===== config.mk =====
export PLATFORM = sky130hd
export DESIGN_NAME = seven_seg_scanner
export DESIGN_NICKNAME = d
export VERILOG_FILES = /design/src/rtl/seven_seg_scanner.sv
export SDC_FILE = /design/constraint.sdc
export NUM_CORES = 1
export LEC_CHECK = 0
export CAP_MARGIN = 20
export CORE_ASPECT_RATIO = 1.25
export CORE_MARGIN = 1
export CORE_UTILIZATION = 56
export CTS_CLUSTER_DIAMETER = 50
export DETAILED_ROUTE_END_ITERATION = 16
export PLACE_DENSITY_LB_ADDON = 0.2
export SKIP_CTS_REPAIR_TIMING = 1
export SYNTH_ARGS = -nofsm -noshare
export SYNTH_HDL_FRONTEND = slang
export SYNTH_SLANG_ARGS = --single-unit

===== constraint.sdc =====
create_clock -name clk -period 3.4 [get_ports clk]
set_input_delay 1.02 -clock clk [delete_from_list [all_inputs] [get_ports clk]]
set_output_delay 1.02 -clock clk [all_outputs]
set_load 0.02 [all_outputs]

===== src/rtl/seven_seg_scanner.sv =====
// Time-multiplexed common-anode 7-segment scanner with double-buffered display data.
// Optional feature macro: LEADING_ZERO_BLANK_EN (suppresses digits above the highest
// nonzero nibble of the displayed value).
module seven_seg_scanner #(
  parameter int unsigned REFRESH_DIV = 100000,
  parameter int unsigned NUM_DIGITS  = 4
) (
  input  logic                    clk,
  input  logic                    reset,
  input  logic                    load,
  input  logic [4*NUM_DIGITS-1:0] value,
  input  logic [NUM_DIGITS-1:0]   dp,
  input  logic [NUM_DIGITS-1:0]   blank,
  output logic [7:0]              seg,
  output logic [NUM_DIGITS-1:0]   an,
  output logic                    frame_tick
);

  localparam int unsigned CNT_W = (REFRESH_DIV > 1) ? $clog2(REFRESH_DIV) : 1;
  localparam int unsigned IDX_W = (NUM_DIGITS > 1) ? $clog2(NUM_DIGITS) : 1;
  localparam int unsigned VAL_W = 4 * NUM_DIGITS;

  logic [CNT_W-1:0]      r_div_cnt;
  logic [IDX_W-1:0]      r_digit_idx;
  logic [VAL_W-1:0]      r_pend_value;
  logic [NUM_DIGITS-1:0] r_pend_dp;
  logic [NUM_DIGITS-1:0] r_pend_blank;
  logic                  r_pend_vld;
  logic [VAL_W-1:0]      r_act_value;
  logic [NUM_DIGITS-1:0] r_act_dp;
  logic [NUM_DIGITS-1:0] r_act_blank;
  logic [7:0]            r_seg;
  logic [NUM_DIGITS-1:0] r_an;
  logic                  r_frame_tick;

  logic                  w_div_wrap;
  logic                  w_last_digit;
  logic                  w_boundary;
  logic [3:0]            w_nibble;
  logic                  w_dp_bit;
  logic                  w_blank_bit;
  logic                  w_suppress;
  logic [NUM_DIGITS-1:0] w_lz_mask;
  logic [NUM_DIGITS-1:0] w_an;
  logic [7:0]            w_seg;

  // Hex nibble to active-low g..a segment pattern
  function automatic logic [6:0] hex7(input logic [3:0] n);
    logic [6:0] s;
    case (n)
      4'h0: s = 7'h40;
      4'h1: s = 7'h79;
      4'h2: s = 7'h24;
      4'h3: s = 7'h30;
      4'h4: s = 7'h19;
      4'h5: s = 7'h12;
      4'h6: s = 7'h02;
      4'h7: s = 7'h78;
      4'h8: s = 7'h00;
      4'h9: s = 7'h18;
      4'hA: s = 7'h08;
      4'hB: s = 7'h03;
      4'hC: s = 7'h46;
      4'hD: s = 7'h21;
      4'hE: s = 7'h06;
      default: s = 7'h0E;
    endcase
    return s;
  endfunction

  assign w_div_wrap   = (r_div_cnt == CNT_W'(REFRESH_DIV - 1));
  assign w_last_digit = (r_digit_idx == IDX_W'(NUM_DIGITS - 1));
  assign w_boundary   = w_div_wrap && w_last_digit;

`ifdef LEADING_ZERO_BLANK_EN
  // Mark digits whose nibble and all nibbles above it are zero; digit 0 always shows
  always_comb begin
    logic zero_run;
    zero_run  = 1'b1;
    w_lz_mask = '0;
    for (int i = NUM_DIGITS - 1; i >= 0; i--) begin
      if (r_act_value[4*i +: 4] != 4'h0) zero_run = 1'b0;
      w_lz_mask[i] = zero_run && (i != 0);
    end
  end
`else
  assign w_lz_mask = '0;
`endif

  // Select the active digit's data and build its anode pattern
  always_comb begin
    w_nibble    = 4'h0;
    w_dp_bit    = 1'b0;
    w_blank_bit = 1'b0;
    w_suppress  = 1'b0;
    w_an        = '1;
    for (int i = 0; i < NUM_DIGITS; i++) begin
      if (r_digit_idx == IDX_W'(i)) begin
        w_nibble    = r_act_value[4*i +: 4];
        w_dp_bit    = r_act_dp[i];
        w_blank_bit = r_act_blank[i];
        w_suppress  = w_lz_mask[i];
        w_an[i]     = 1'b0;
      end
    end
  end

  // Segment pattern: explicit blank wins, suppression keeps only the dp
  always_comb begin
    w_seg = 8'hFF;
    if (w_blank_bit) begin
      w_seg = 8'hFF;
    end else if (w_suppress) begin
      w_seg = {~w_dp_bit, 7'h7F};
    end else begin
      w_seg = {~w_dp_bit, hex7(w_nibble)};
    end
  end

  // Scan timing: per-digit dwell counter and digit index
  always_ff @(posedge clk) begin
    if (reset) begin
      r_div_cnt   <= '0;
      r_digit_idx <= '0;
    end else begin
      r_div_cnt <= w_div_wrap ? '0 : r_div_cnt + CNT_W'(1);
      if (w_div_wrap) begin
        r_digit_idx <= w_last_digit ? '0 : r_digit_idx + IDX_W'(1);
      end
    end
  end

  // Double buffer: loads land in pending, promoted to active only at a frame boundary
  always_ff @(posedge clk) begin
    if (reset) begin
      r_pend_value <= '0;
      r_pend_dp    <= '0;
      r_pend_blank <= '0;
      r_pend_vld   <= 1'b0;
      r_act_value  <= '0;
      r_act_dp     <= '0;
      r_act_blank  <= '0;
    end else if (w_boundary) begin
      r_pend_vld <= 1'b0;
      if (load) begin
        r_act_value <= value;
        r_act_dp    <= dp;
        r_act_blank <= blank;
      end else if (r_pend_vld) begin
        r_act_value <= r_pend_value;
        r_act_dp    <= r_pend_dp;
        r_act_blank <= r_pend_blank;
      end
    end else if (load) begin
      r_pend_value <= value;
      r_pend_dp    <= dp;
      r_pend_blank <= blank;
      r_pend_vld   <= 1'b1;
    end
  end

  // Registered outputs: seg and an change together, frame_tick follows the boundary edge
  always_ff @(posedge clk) begin
    if (reset) begin
      r_seg        <= 8'hFF;
      r_an         <= '1;
      r_frame_tick <= 1'b0;
    end else begin
      r_seg        <= w_seg;
      r_an         <= w_an;
      r_frame_tick <= w_boundary;
    end
  end

  assign seg        = r_seg;
  assign an         = r_an;
  assign frame_tick = r_frame_tick;

endmodule


=== After elaboration in Yosys (flattened, before gate mapping) ===
Memories as Yosys holds them, arrays and structs flattened. A register that Yosys moved wholly into a read port is not among the register bits.
Index checks and enable logic that the tools add are counted.

* Register bits after elaboration: 81
* ROM bits: 112
* Input port bits: 27
* Output and inout bits: 13
* Logic and storage cells: 52
* Memories kept: 1

{| class="wikitable"
|+ Memory list
! name !! words !! bits a word !! rd ports !! clocked after Yosys merged registers in !! wr ports !! line !! source
|-
| (no name shown) || 16 || 7 || 1 || 1 || 0 || 50 || <nowiki>case (n)</nowiki>
|}

* Add/subtract/negate cells: 2
* Equal/unequal tests: 4
* Mux-type cells: 23
* Bitwise logic cells: 2
* Reductions and logical operators: 8

{| class="wikitable"
|+ Operators with widths
! kind !! number
|-
| two-way mux 16 bit || 2
|-
| two-way mux 4 bit || 8
|-
| adder 17 x 1 -> 17 bit (second input constant) || 1
|-
| equality test 17 bit (second input constant) || 1
|-
| two-way mux 1 bit || 12
|-
| OR reduction 2 bit || 3
|-
| equality test 2 bit (second input constant) || 2
|-
| AND reduction 2 bit || 2
|-
| adder 2 x 1 -> 2 bit (second input constant) || 1
|-
| equality test 2 x 1 -> 1 bit (second input constant) || 1
|-
| zero test 2 bit || 1
|-
| two-way mux 2 bit || 1
|-
| NOT 1 bit || 2
|-
| nonzero test 2 bit || 1
|-
| logical AND 1 bit || 1
|}

=== Longest topological paths before layout ===
Gate-level depths: netlist of run 1.

* Word-level depth: 6
* Gate-level depth with buffers: 13
* Gate-level depth less buffers: 12

=== Worst setup path after synthesis of run 1 ===
Ideal clock, no wire load.

* Path type: reg-to-reg
* Start point: register r_digit_idx[0]
* End point: register r_seg[0] (netlist: seg[0])
* Library setup time: 0.148 ns
* Arrival time: 2.210 ns
* Required time: 3.252 ns
* Path slack: 1.042 ns
* Cell stages (with the launch flop): 12
* Buffers on the path: 1
* Clock period less this slack: 2.358 ns
* Cell sequence: dfxtp_1 ha_1 clkbuf_1 a21oi_1 o21ai_0 o21ai_0 o21ai_0 inv_1 ha_1 or3_1 o221ai_1 nand2_1

* Longest elaborated chain between the ends: 6
* Elaborated cells on any way between the ends: 13
* Those cells by class: eq/ne (3); mux (8); reduce/logical (2)

{| class="wikitable"
|+ Ends and longest elaborated chain
! what !! line !! source
|-
| from (decl) || 24 || <nowiki>logic [IDX_W-1:0] r_digit_idx;</nowiki>
|-
| from (signal assigned) || 128 || <nowiki>r_digit_idx <= w_last_digit ? '0 : r_digit_idx + IDX_W'(1);</nowiki>
|-
| zero test 2 bit || 98 || <nowiki>if (r_digit_idx == IDX_W'(i)) begin</nowiki>
|-
| two-way mux 1 bit (4 in series) || 98 ||
|-
| OR reduction 2 bit (no line) || -- ||
|-
| to (decl) || 32 || <nowiki>logic [7:0] r_seg;</nowiki>
|}

Several ways; a longest one is shown, not always the timed one.
A chain may end at the register's enable or synchronous reset.

=== Worst setup path after layout of run 1 ===
Same ends and word-level chain as after synthesis.

==> results of run 1 <==
[metrics by stage]
| step | power, mW | util [%] |
|---|---|---|
| after global placement | 1.146 | 65.14 |
| final | 1.865 | 68.55 |
| after floorplan | 1.090 | - |
| after detailed placement | 1.148 | 65.14 |
| after CTS | 1.879 | 68.55 |
| after global routing | 1.945 | 68.55 |
[area by class of cell]
cell class | count | area [µm²]
clock inverter | 5 | 80.08
tap | 85 | 106.4
timing repair buffer | 48 | 452.9
sequential | 81 | 1622
clock buffer | 11 | 131.4
fill | 507 | 1952
inverter | 14 | 52.55
multi-input combinational | 266 | 1809
[cells in the mapped netlist]
master | n | area, µm²
nor3b_1 | 2 | 15.01
nand2_1 | 15 | 56.30
dfxtp_1 | 81 | 1622
o21a_1 | 2 | 15.01
nor2_1 | 74 | 277.8
and3_1 | 1 | 6.260
nor3_2 | 1 | 10.01
buf_6 | 3 | 33.78
nand4bb_1 | 1 | 11.26
or2_2 | 2 | 12.51
a211oi_1 | 26 | 195.2
mux2i_1 | 50 | 500.5
inv_1 | 14 | 52.55
a221oi_1 | 3 | 26.28
or3_1 | 3 | 18.77
nor2b_1 | 2 | 12.51
a22o_1 | 1 | 8.760
nand3b_1 | 3 | 22.52
a221o_1 | 1 | 10.01
xnor2_1 | 6 | 52.55
o211ai_1 | 2 | 15.01
mux2_2 | 1 | 11.26
nand4b_1 | 1 | 8.760
nand2b_1 | 5 | 31.28
or4bb_1 | 1 | 11.26
clkbuf_1 | 15 | 56.30
or4_1 | 3 | 22.52
and4_1 | 1 | 8.760
nand3_1 | 5 | 25.02
or4b_1 | 1 | 10.01
o31ai_1 | 1 | 7.510
nand4_1 | 4 | 25.02
o221ai_1 | 5 | 43.79
a21oi_1 | 11 | 55.05
buf_2 | 7 | 35.03
xor2_1 | 9 | 78.83
o21ai_0 | 9 | 45.04
ha_1 | 11 | 137.6
nor3_1 | 3 | 15.01
[worst max path at each step]
stage,end
after floorplan,seg[0]
after global placement,r_pend_value[13]
after detailed placement,r_act_blank[0]
after CTS,seg[0]
after global routing,seg[3]
final,seg[0]
[registers in the layout (all words and copies together), names as in the netlist]
register,cells
r_digit_idx,2
frame_tick,1
r_act_dp,4
an,4
r_act_blank,4
r_pend_blank,4
r_pend_dp,4
r_pend_value,16
r_div_cnt,17
seg,8
r_pend_vld,1
r_act_value,16
[power breakdown]
part           leakage [nW]  internal (mW)  switching, mW
Combinational         0.862         0.0737         0.0660
Clock                0.0995          0.413          0.327
Sequential            0.661          0.973         0.0120
Total                  1.62           1.46          0.405
[worst max-delay path: cells and delay by family (launching register included)]
family / cells / cell delay, ps
and+or+nand+nor: 2 / 440
buffers and inverters: 1 / 180
AOI/OAI and AO/OA: 5 / 750
DFF: 1 / 430
adders and majority gates: 2 / 690
[metal layers]
layer	track usage [%]	up-vias	part of all wire, %
li1	-	1412	-
met2	38.61	39	52
met1	26.42	1298	44
met3	5.385	8	2.4
met4	8.173	0	1.3
met5	0	-	0
[cell families after synthesis]
| logic type | Yosys count |
|---|---|
| flops | 81 |
| simple gates | 128 |
| xor+xnor | 15 |
| mux | 51 |
| compound gates | 61 |
| buf+inv | 39 |
| fa+ha+maj | 11 |
==> results by group, run 1 <==
Run status
  • Run status: completed

Hold path
  • Class of the worst hold path: flop to flop
  • Worst Hold Depth: 1
  • Worst min-delay path endpoint: r_div_cnt[0]
  • Worst hold start: r_div_cnt[0]

Detailed routing
  • Vias per cell: 5.406
  • Wirelength per Cell: 13.59 µm
  • Iter 0 DRT Violations: 163
  • Total Routed Length: 6.931 mm
  • Number of remaining DRC errors: 0
  • Via count: 2,757
  • Post-route ant nets: 0
  • Drt pass-1 iters: 4

Setup path
  • Critical path class: flop to flop
  • Crit. End Element: flop
  • R2r endpoint: seg[0]
  • Max FO, Critical Path: 13
  • Crit path arrival time: 2850 ps
  • Kind of start point of the critical path: flop
  • Top cell by count, worst path: o21ai_0
  • Slowest cell delay on critical path: 440 ps
  • R2r setup slk: 800 ps
  • CP required: 3650 ps
  • Cell count of the worst reg-to-reg path: 10
  • Worst reg2reg path startpoint: r_digit_idx[0]
  • Worst path slowest cell: ha_1
  • Critical Path Source: r_digit_idx[0]
  • Cell chain of the critical path: ha_1, a21oi_1, o21ai_0, o21ai_0, o21ai_0, inv_1, ha_1, or3_1, o221ai_1, nand2_1

STA
  • Final Hold Viols: 0
  • Min cycle time layout: 2603 ps
  • Slew Limit Fails: 0
  • Setup TNS: 0 ps
  • Relative slew slack: 51.28%
  • RSZ-0062 raised after global routing: false
  • Slew @ Worst Pin: 730.8 ps
  • Final setup margin: 797.0 ps
  • # setup viols final: 0
  • Fin Clk Skew: 10.64 ps
  • WHS: 461.0 ps
  • Final worst-path cycle share: 76.56%
  • Highest clock rate: 384.2 MHz

Cells and area
  • Layout cells sized above 1: 6.588%
  • Fin nets: 458
  • Most frequent cells in the layout: 81 x dfxtp_1, 74 x nor2_1, 50 x mux2i_1
  • Post-route cell area: 4254 µm²
  • Commonest non-fill, non-tap cell in the layout: dfxtp_1
  • Synthesis-to-layout area growth: 18.10%
  • Ant. Diodes: 0
  • Non-Filler Instances: 510

Logic synthesis
  • XOR/XNOR Fraction of Synth Area: 3.647%
  • Main combinational cell family by area after synthesis: simple AND/OR/NAND/NOR gates
  • Multiplexer share of the synthesized area: 14.21%
  • Syn_area_per_cell: 9.332 µm²
  • Yosys cell types: 39
  • Seq cells post-synth: 81
  • Cells after synthesis: 386
  • Adder-cell share of the synthesized area: 3.821%
  • Syn_nets: 424
  • Area share of and/or/nand/nor cells after synthesis: 16.67%
  • Ys Warns: 0
  • Synthesized cell area: 3602 µm²
  • Synth Area in Compound Gates: 11.71%
  • Register area share after synthesis: 45.02%

Clock tree
  • H-Tree Depth: 3
  • Reg clk slew, reported paths: 80 ps
  • CTS buffer count: 9
  • Clk buf depth: 2
  • # clock sinks: 81
  • Clock root buffer: clkbuf_8
  • Skew-Pair Late Insertion Delay: 350 ps
  • CTS tree: built

Job
  • Max Cap Viol: 0

Global routing
  • Largest net degree at the start of global routing: 49
  • Total gr overflow: 0
  • Vias in the first global route: 2,614
  • Initial antenna violation count: 0
  • GR Util All Layers: 22.39%
  • First-pass GRT wire length: 11.67 mm

Power and ir drop
  • Pwr dens: 438.4 nW/µm²
  • Worst vdd ir: 0.0002461 V
  • P_leak: 1.622 nW

Placed design
  • Inst Count DP: 494
  • Dpl ws: 724.8 ps
  • GPL Wtd Cong: 0.8727
  • Port Buffers: 39
  • DP HPWL: 4.873 mm
  • Area after DPL: 4043 µm²

Floorplan
  • Io pins: 40
  • Die Span Y: 91.67 µm
  • Width of the die: 73.74 µm
  • Initial Util: 58.04%
  • Floorplan row count: 32
  • Die footprint: 6759 µm²
  • Core Footprint: 6206 µm²
(Power assumes the default switching activity.)
==> run 2, diff against run 1 <==
- clock period: 3.4 -> 2.43 ns (I/O delays scaled with it)
==> results by group, run 2 (synthesized netlist as in run 1, its figures left out) <==
Detailed routing
  • Post-route ant nets: 0 (unchanged)
  • Number of remaining DRC errors: 0 (unchanged)
  • Via count: 2,807 (+1.8%)
  • Vias per cell: 5.419 (+0.24%)
  • Iter 0 DRT Violations: 102 (-37%)
  • Wirelength per Cell: 13.03 µm (-4.1%)
  • Total Routed Length: 6.752 mm (-2.6%)
  • Drt pass-1 iters: 4 (unchanged)

Placed design
  • Port Buffers: 39 (unchanged)
  • GPL Wtd Cong: 0.9169 (+5.1%)
  • DP HPWL: 4.897 mm (+0.49%)
  • Dpl ws: 199.8 ps (-525.0 ps)

STA
  • Highest clock rate: 445.4 MHz (+16%)
  • Fin Clk Skew: 8.971 ps (-1.673 ps)
  • Min cycle time layout: 2245 ps (-357.8 ps)
  • Relative slew slack: 68.63% (+17 points)
  • RSZ-0062 raised after global routing: false
  • Slew @ Worst Pin: 470.5 ps (-260.3 ps)
  • # setup viols final: 0 (unchanged)
  • Setup TNS: 0 ps (unchanged)
  • Final Hold Viols: 0 (unchanged)
  • Final worst-path cycle share: 92.39% (+16 points)
  • Slew Limit Fails: 0 (unchanged)
  • Final setup margin: 184.8 ps (-612.2 ps)

Floorplan
  • Core Footprint: 6206 µm² (unchanged)
  • Floorplan row count: 32 (unchanged)
  • Initial Util: 58.04% (unchanged)
  • Die footprint: 6759 µm² (unchanged)
  • Width of the die: 73.74 µm (unchanged)
  • Io pins: 40 (unchanged)
  • Die Span Y: 91.67 µm (unchanged)

Global routing
  • Vias in the first global route: 2,639 (+0.96%)
  • Total gr overflow: 0 (unchanged)
  • GR Util All Layers: 22.56% (+0.16 points)
  • Largest net degree at the start of global routing: 49 (unchanged)
  • Initial antenna violation count: 0 (unchanged)
  • First-pass GRT wire length: 11.54 mm (-1.1%)

Clock tree
  • CTS buffer count: 9 (unchanged)
  • # clock sinks: 81 (unchanged)
  • H-Tree Depth: 3 (unchanged)
  • Clock root buffer: clkbuf_8
  • Clk buf depth: 2 (unchanged)
  • CTS tree: built
  • Reg clk slew, reported paths: 70 ps (about the same)
  • Skew-Pair Late Insertion Delay: 350 ps (about the same)

Run status
  • Run status: completed

Hold path
  • Class of the worst hold path: flop to flop

Cells and area
  • Ant. Diodes: 0 (unchanged)
  • Fin util: 69.82% (+1.3 points)
  • Most frequent cells in the layout: 81 x dfxtp_1, 74 x nor2_1, 50 x mux2i_1
  • Commonest non-fill, non-tap cell in the layout: dfxtp_1
  • Fill count: 497 (-2.0%)
  • Largest registers: r_div_cnt (17), r_act_value (16), r_pend_value (16)
  • Biggest register: r_div_cnt
  • Layout cells sized above 1: 8.314% (+1.7 points)
  • Synthesis-to-layout area growth: 20.28%
  • Fin nets: 467 (+2.0%)
  • Max FFs per register: 17 (unchanged)

Power and ir drop
  • Combinational Power Share: 7.5% (about the same)
  • Pwr dens: 607.6 nW/µm² (+39%)
  • P_leak: 1.677 nW (+3.4%)
  • Clock share of power: 40.2% (+0.5 points)
  • Worst vdd ir: 0.0003515 V (+43%)
  • Seq pwr share: 52.4% (-0.4 points)
  • P_int: 2.067 mW (+42%)
  • Sw Share: 21.49% (-0.24 points)
  • NetSw: 565.9 µW (+40%)

Setup path
  • Crit. End Element: flop
  • Max FO, Critical Path: 8 (-5)
  • Crit path arrival time: 2510 ps (-340 ps)
  • Critical path class: flop to flop
  • Kind of start point of the critical path: flop
  • CP required: 2690 ps (-960 ps)

Job
  • Max Cap Viol: 0 (unchanged)
## run 2: routing by layer
layer | up-vias | part of all wire, % | GRT usage, %
met5 | - | 0 | 0
met4 | 0 | 2.6 | 11.06
met3 | 16 | 2.7 | 6.484
met2 | 41 | 51 | 37.16
met1 | 1315 | 44 | 26.29
li1 | 1435 | - | -
## run 2: worst paths after layout
path / start / end / slack [ps] / cells after the start
max reg2reg: r_digit_idx[0] / seg[1] / 180 / 10
max: r_digit_idx[0] / seg[1] / 180 / 10
min reg2reg: r_div_cnt[0] / r_div_cnt[0] / 470 / 1
min: r_div_cnt[0] / r_div_cnt[0] / 470 / 1
## run 2: power groups by stage
stage	combinational (mW)	clock (mW)	sequential, mW
after floorplan	0.110	0	1.41
final	0.197	1.06	1.38
after global routing	0.217	1.14	1.38
after global placement	0.195	0	1.41
after detailed placement	0.198	0	1.41
after CTS	0.200	1.07	1.38
## run 2: through the flow
stage / hold slack, ps / cells / total power, mW / area [µm²]
floorplan: 429.8 / 386 / 1.525 / 3602
global placement: 440.7 / 503 / 1.602 / 4123
detailed placement: 456.5 / 503 / 1.608 / 4123
CTS: 473.9 / 518 / 2.653 / 4333
global route: 513.5 / 518 / 2.739 / 4333
finish: 466.3 / 518 / 2.633 / 4333
## run 2: worst max-delay path: stages (launching register included)
cell	delay [ps]
dfxtp_1	400
inv_1	90
ha_1	290
a21oi_1	130
o21ai_0	90
o21ai_0	80
o21ai_0	120
buf_4	170
ha_1	350
mux2_2	280
o221ai_1	180
## run 2: layout make-up
class                           count  area (µm²)  share of cell area [%]
Sequential cell                    81        1622                   37.42
Tap cell                           85       106.4                   2.455
Inverter                           14       52.55                   1.213
Multi-Input combinational cell    266        1809                   41.76
Clock inverter                      3       65.06                   1.502
Timing Repair Buffer               57       533.0                   12.30
Clock buffer                       12       145.1                   3.350
==> run 3, diff against run 2 <==
- CORE_UTILIZATION: 56 -> 50
==> results by group, run 3 (synthesized netlist as in run 1, its figures left out) <==
Floorplan
  • Initial Util: 51.63% (-6.4 points)
  • Die Span Y: 96.90 µm (+5.7%)
  • Width of the die: 77.92 µm (+5.7%)
  • Io pins: 40 (unchanged)
  • Floorplan row count: 34 (+6.3%)
  • Die footprint: 7550 µm² (+12%)
  • Core Footprint: 6977 µm² (+12%)

Power and ir drop
  • NetSw: 557.6 µW (-1.5%)
  • Worst vdd ir: 0.0004237 V (+21%)
  • P_int: 2.037 mW (-1.5%)
  • Total Power: 2.594 mW (-1.5%)
  • Clock share of power: 39.2% (-1.0 points)
  • P_leak: 1.679 nW (+0.12%)
  • Pwr dens: 595.6 nW/µm² (-2.0%)
  • Sw Share: 21.49% (about the same)
  • Seq pwr share: 53.1% (+0.7 points)
  • Combinational Power Share: 7.7% (+0.2 points)

Clock tree
  • H-Tree Depth: 3 (unchanged)
  • Clk buf depth: 2 (unchanged)
  • CTS buffer count: 9 (unchanged)
  • # clock sinks: 81 (unchanged)
  • Clock root buffer: clkbuf_8
  • Reg clk slew, reported paths: 80 ps (about the same)
  • CTS tree: built
  • Skew-Pair Late Insertion Delay: 340 ps (about the same)

Cells and area
  • Commonest non-fill, non-tap cell in the layout: dfxtp_1
  • Post-route cell area: 4355 µm² (+0.52%)
  • Ant. Diodes: 0 (unchanged)
  • Storage element area: 1623 µm² (about the same)
  • Max FFs per register: 17 (unchanged)
  • Multi-input logic area: 1817 µm² (+0.41%)
  • Largest registers: r_div_cnt (17), r_act_value (16), r_pend_value (16)
  • Layout cells sized above 1: 9.217% (+0.90 points)
  • Fin nets: 469 (+0.43%)
  • Synthesis-to-layout area growth: 20.91%
  • Biggest register: r_div_cnt
  • Most frequent cells in the layout: 80 x dfxtp_1, 74 x nor2_1, 50 x mux2i_1
  • Fill count: 609 (+23%)

Hold path
  • Class of the worst hold path: flop to flop
  • Worst min-delay path endpoint: r_div_cnt[0]
  • Worst Hold Depth: 1 (unchanged)
  • Worst hold start: r_div_cnt[0]

Setup path
  • Cell count of the worst reg-to-reg path: 10 (unchanged)
  • Slowest cell delay on critical path: 370 ps (-30 ps)
  • Crit. End Element: flop
  • CP bufs+invs: 3 (+1)
  • Kind of start point of the critical path: flop
  • CP required: 2690 ps (about the same)
  • Crit path arrival time: 2530 ps (+20 ps)
  • Worst path slowest cell: dfxtp_2
  • Cell chain of the critical path: inv_1, ha_1, buf_4, a21oi_1, o21ai_0, a22o_1, inv_1, ha_1, mux2_2, o221ai_1
  • R2r setup slk: 170 ps (-20 ps)
  • Delay-heaviest family, CP: compound AO/OA/AOI/OAI gates
  • R2r endpoint: seg[1]
  • Worst reg2reg path startpoint: r_digit_idx[0]
  • Critical Path Source: r_digit_idx[0]
  • Critical path class: flop to flop
  • Max FO, Critical Path: 7 (-1)

Global routing
  • Largest net degree at the start of global routing: 33 (-33%)
  • Total gr overflow: 0 (unchanged)
  • Initial antenna violation count: 0 (unchanged)
  • Vias in the first global route: 2,665 (+0.99%)
  • GR Util All Layers: 20.33% (-2.2 points)
  • First-pass GRT wire length: 12.03 mm (+4.3%)

Detailed routing
  • Vias per cell: 5.263 (-2.9%)
  • Number of remaining DRC errors: 0 (unchanged)
  • Total Routed Length: 6.953 mm (+3.0%)
  • Post-route ant nets: 0 (unchanged)
  • Drt pass-1 iters: 5 (+1)
  • Iter 0 DRT Violations: 80 (-22%)
  • Via count: 2,758 (-1.7%)
  • Wirelength per Cell: 13.27 µm (+1.8%)

STA
  • Setup TNS: 0 ps (unchanged)
  • Slew @ Worst Pin: 501.7 ps (+31.15 ps)
  • Relative slew slack: 66.56% (-2.1 points)
  • Min cycle time layout: 2264 ps (+18.66 ps)
  • RSZ-0062 raised after global routing: false
  • WHS: 466.7 ps (+0.4040 ps)
  • Slew Limit Fails: 0 (unchanged)
  • Fin Clk Skew: 6.552 ps (-2.420 ps)
  • Final worst-path cycle share: 93.16% (+0.77 points)
  • # setup viols final: 0 (unchanged)
  • Final setup margin: 166.2 ps (-18.66 ps)
  • Highest clock rate: 441.7 MHz (-0.82%)
  • Final Hold Viols: 0 (unchanged)

Run status
  • Run status: completed

Job
  • Max Cap Viol: 0 (unchanged)

Placed design
  • Dpl ws: 119.9 ps (-79.88 ps)
  • Port Buffers: 39 (unchanged)
  • DP HPWL: 5.119 mm (+4.5%)
  • GPL Wtd Cong: 0.8678 (-5.4%)
  • Area after DPL: 4144 µm² (+0.52%)
## run 3: power by group through the flow
stage	clock network [mW]	logic [mW]	registers, mW
6_report	1.02	0.199	1.38
5_1_grt	1.10	0.218	1.38
4_1_cts	1.04	0.202	1.38
3_5_place_dp	0	0.201	1.41
3_3_place_gp	0	0.198	1.41
2_1_floorplan	0	0.110	1.41
## run 3: worst register-to-register path, cell delays in order (launching register included)
cell	delay, ps
dfxtp_2	370
inv_1	70
ha_1	270
buf_4	180
a21oi_1	90
o21ai_0	100
a22o_1	250
inv_1	120
ha_1	300
mux2_2	280
o221ai_1	170
## run 3: layout make-up
type                            count  area share (%)
Inverter                           14           1.207
Timing Repair Buffer               59           12.67
Clock inverter                      3           1.551
Sequential cell                    81           37.26
Tap cell                           90           2.585
Clock buffer                       11           3.016
Multi-Input combinational cell    266           41.71
## run 3: through the flow
stage,util (%),cells
2_1_floorplan,-,386
3_3_place_gp,59.40,510
3_5_place_dp,59.40,510
4_1_cts,62.25,524
5_1_grt,62.43,524
6_report,62.43,524
## run 3: worst max path at each step
stage | depth (start not counted) | endpoint | slack, ps
CTS | 10 | seg[1] | 110
global placement | 10 | seg[1] | 220
detailed placement | 10 | seg[1] | 120
finish | 10 | seg[1] | 170
floorplan | 11 | seg[0] | 70
global route | 10 | seg[1] | 2
## run 3: metal layers
layer	vias to the layer above	global-route usage, %	part of all wire (%)
met4	0	7.977	1.3
met5	-	0	0
met1	1279	23.38	44
li1	1431	-	-
met3	8	4.906	2.6
met2	40	35.81	52
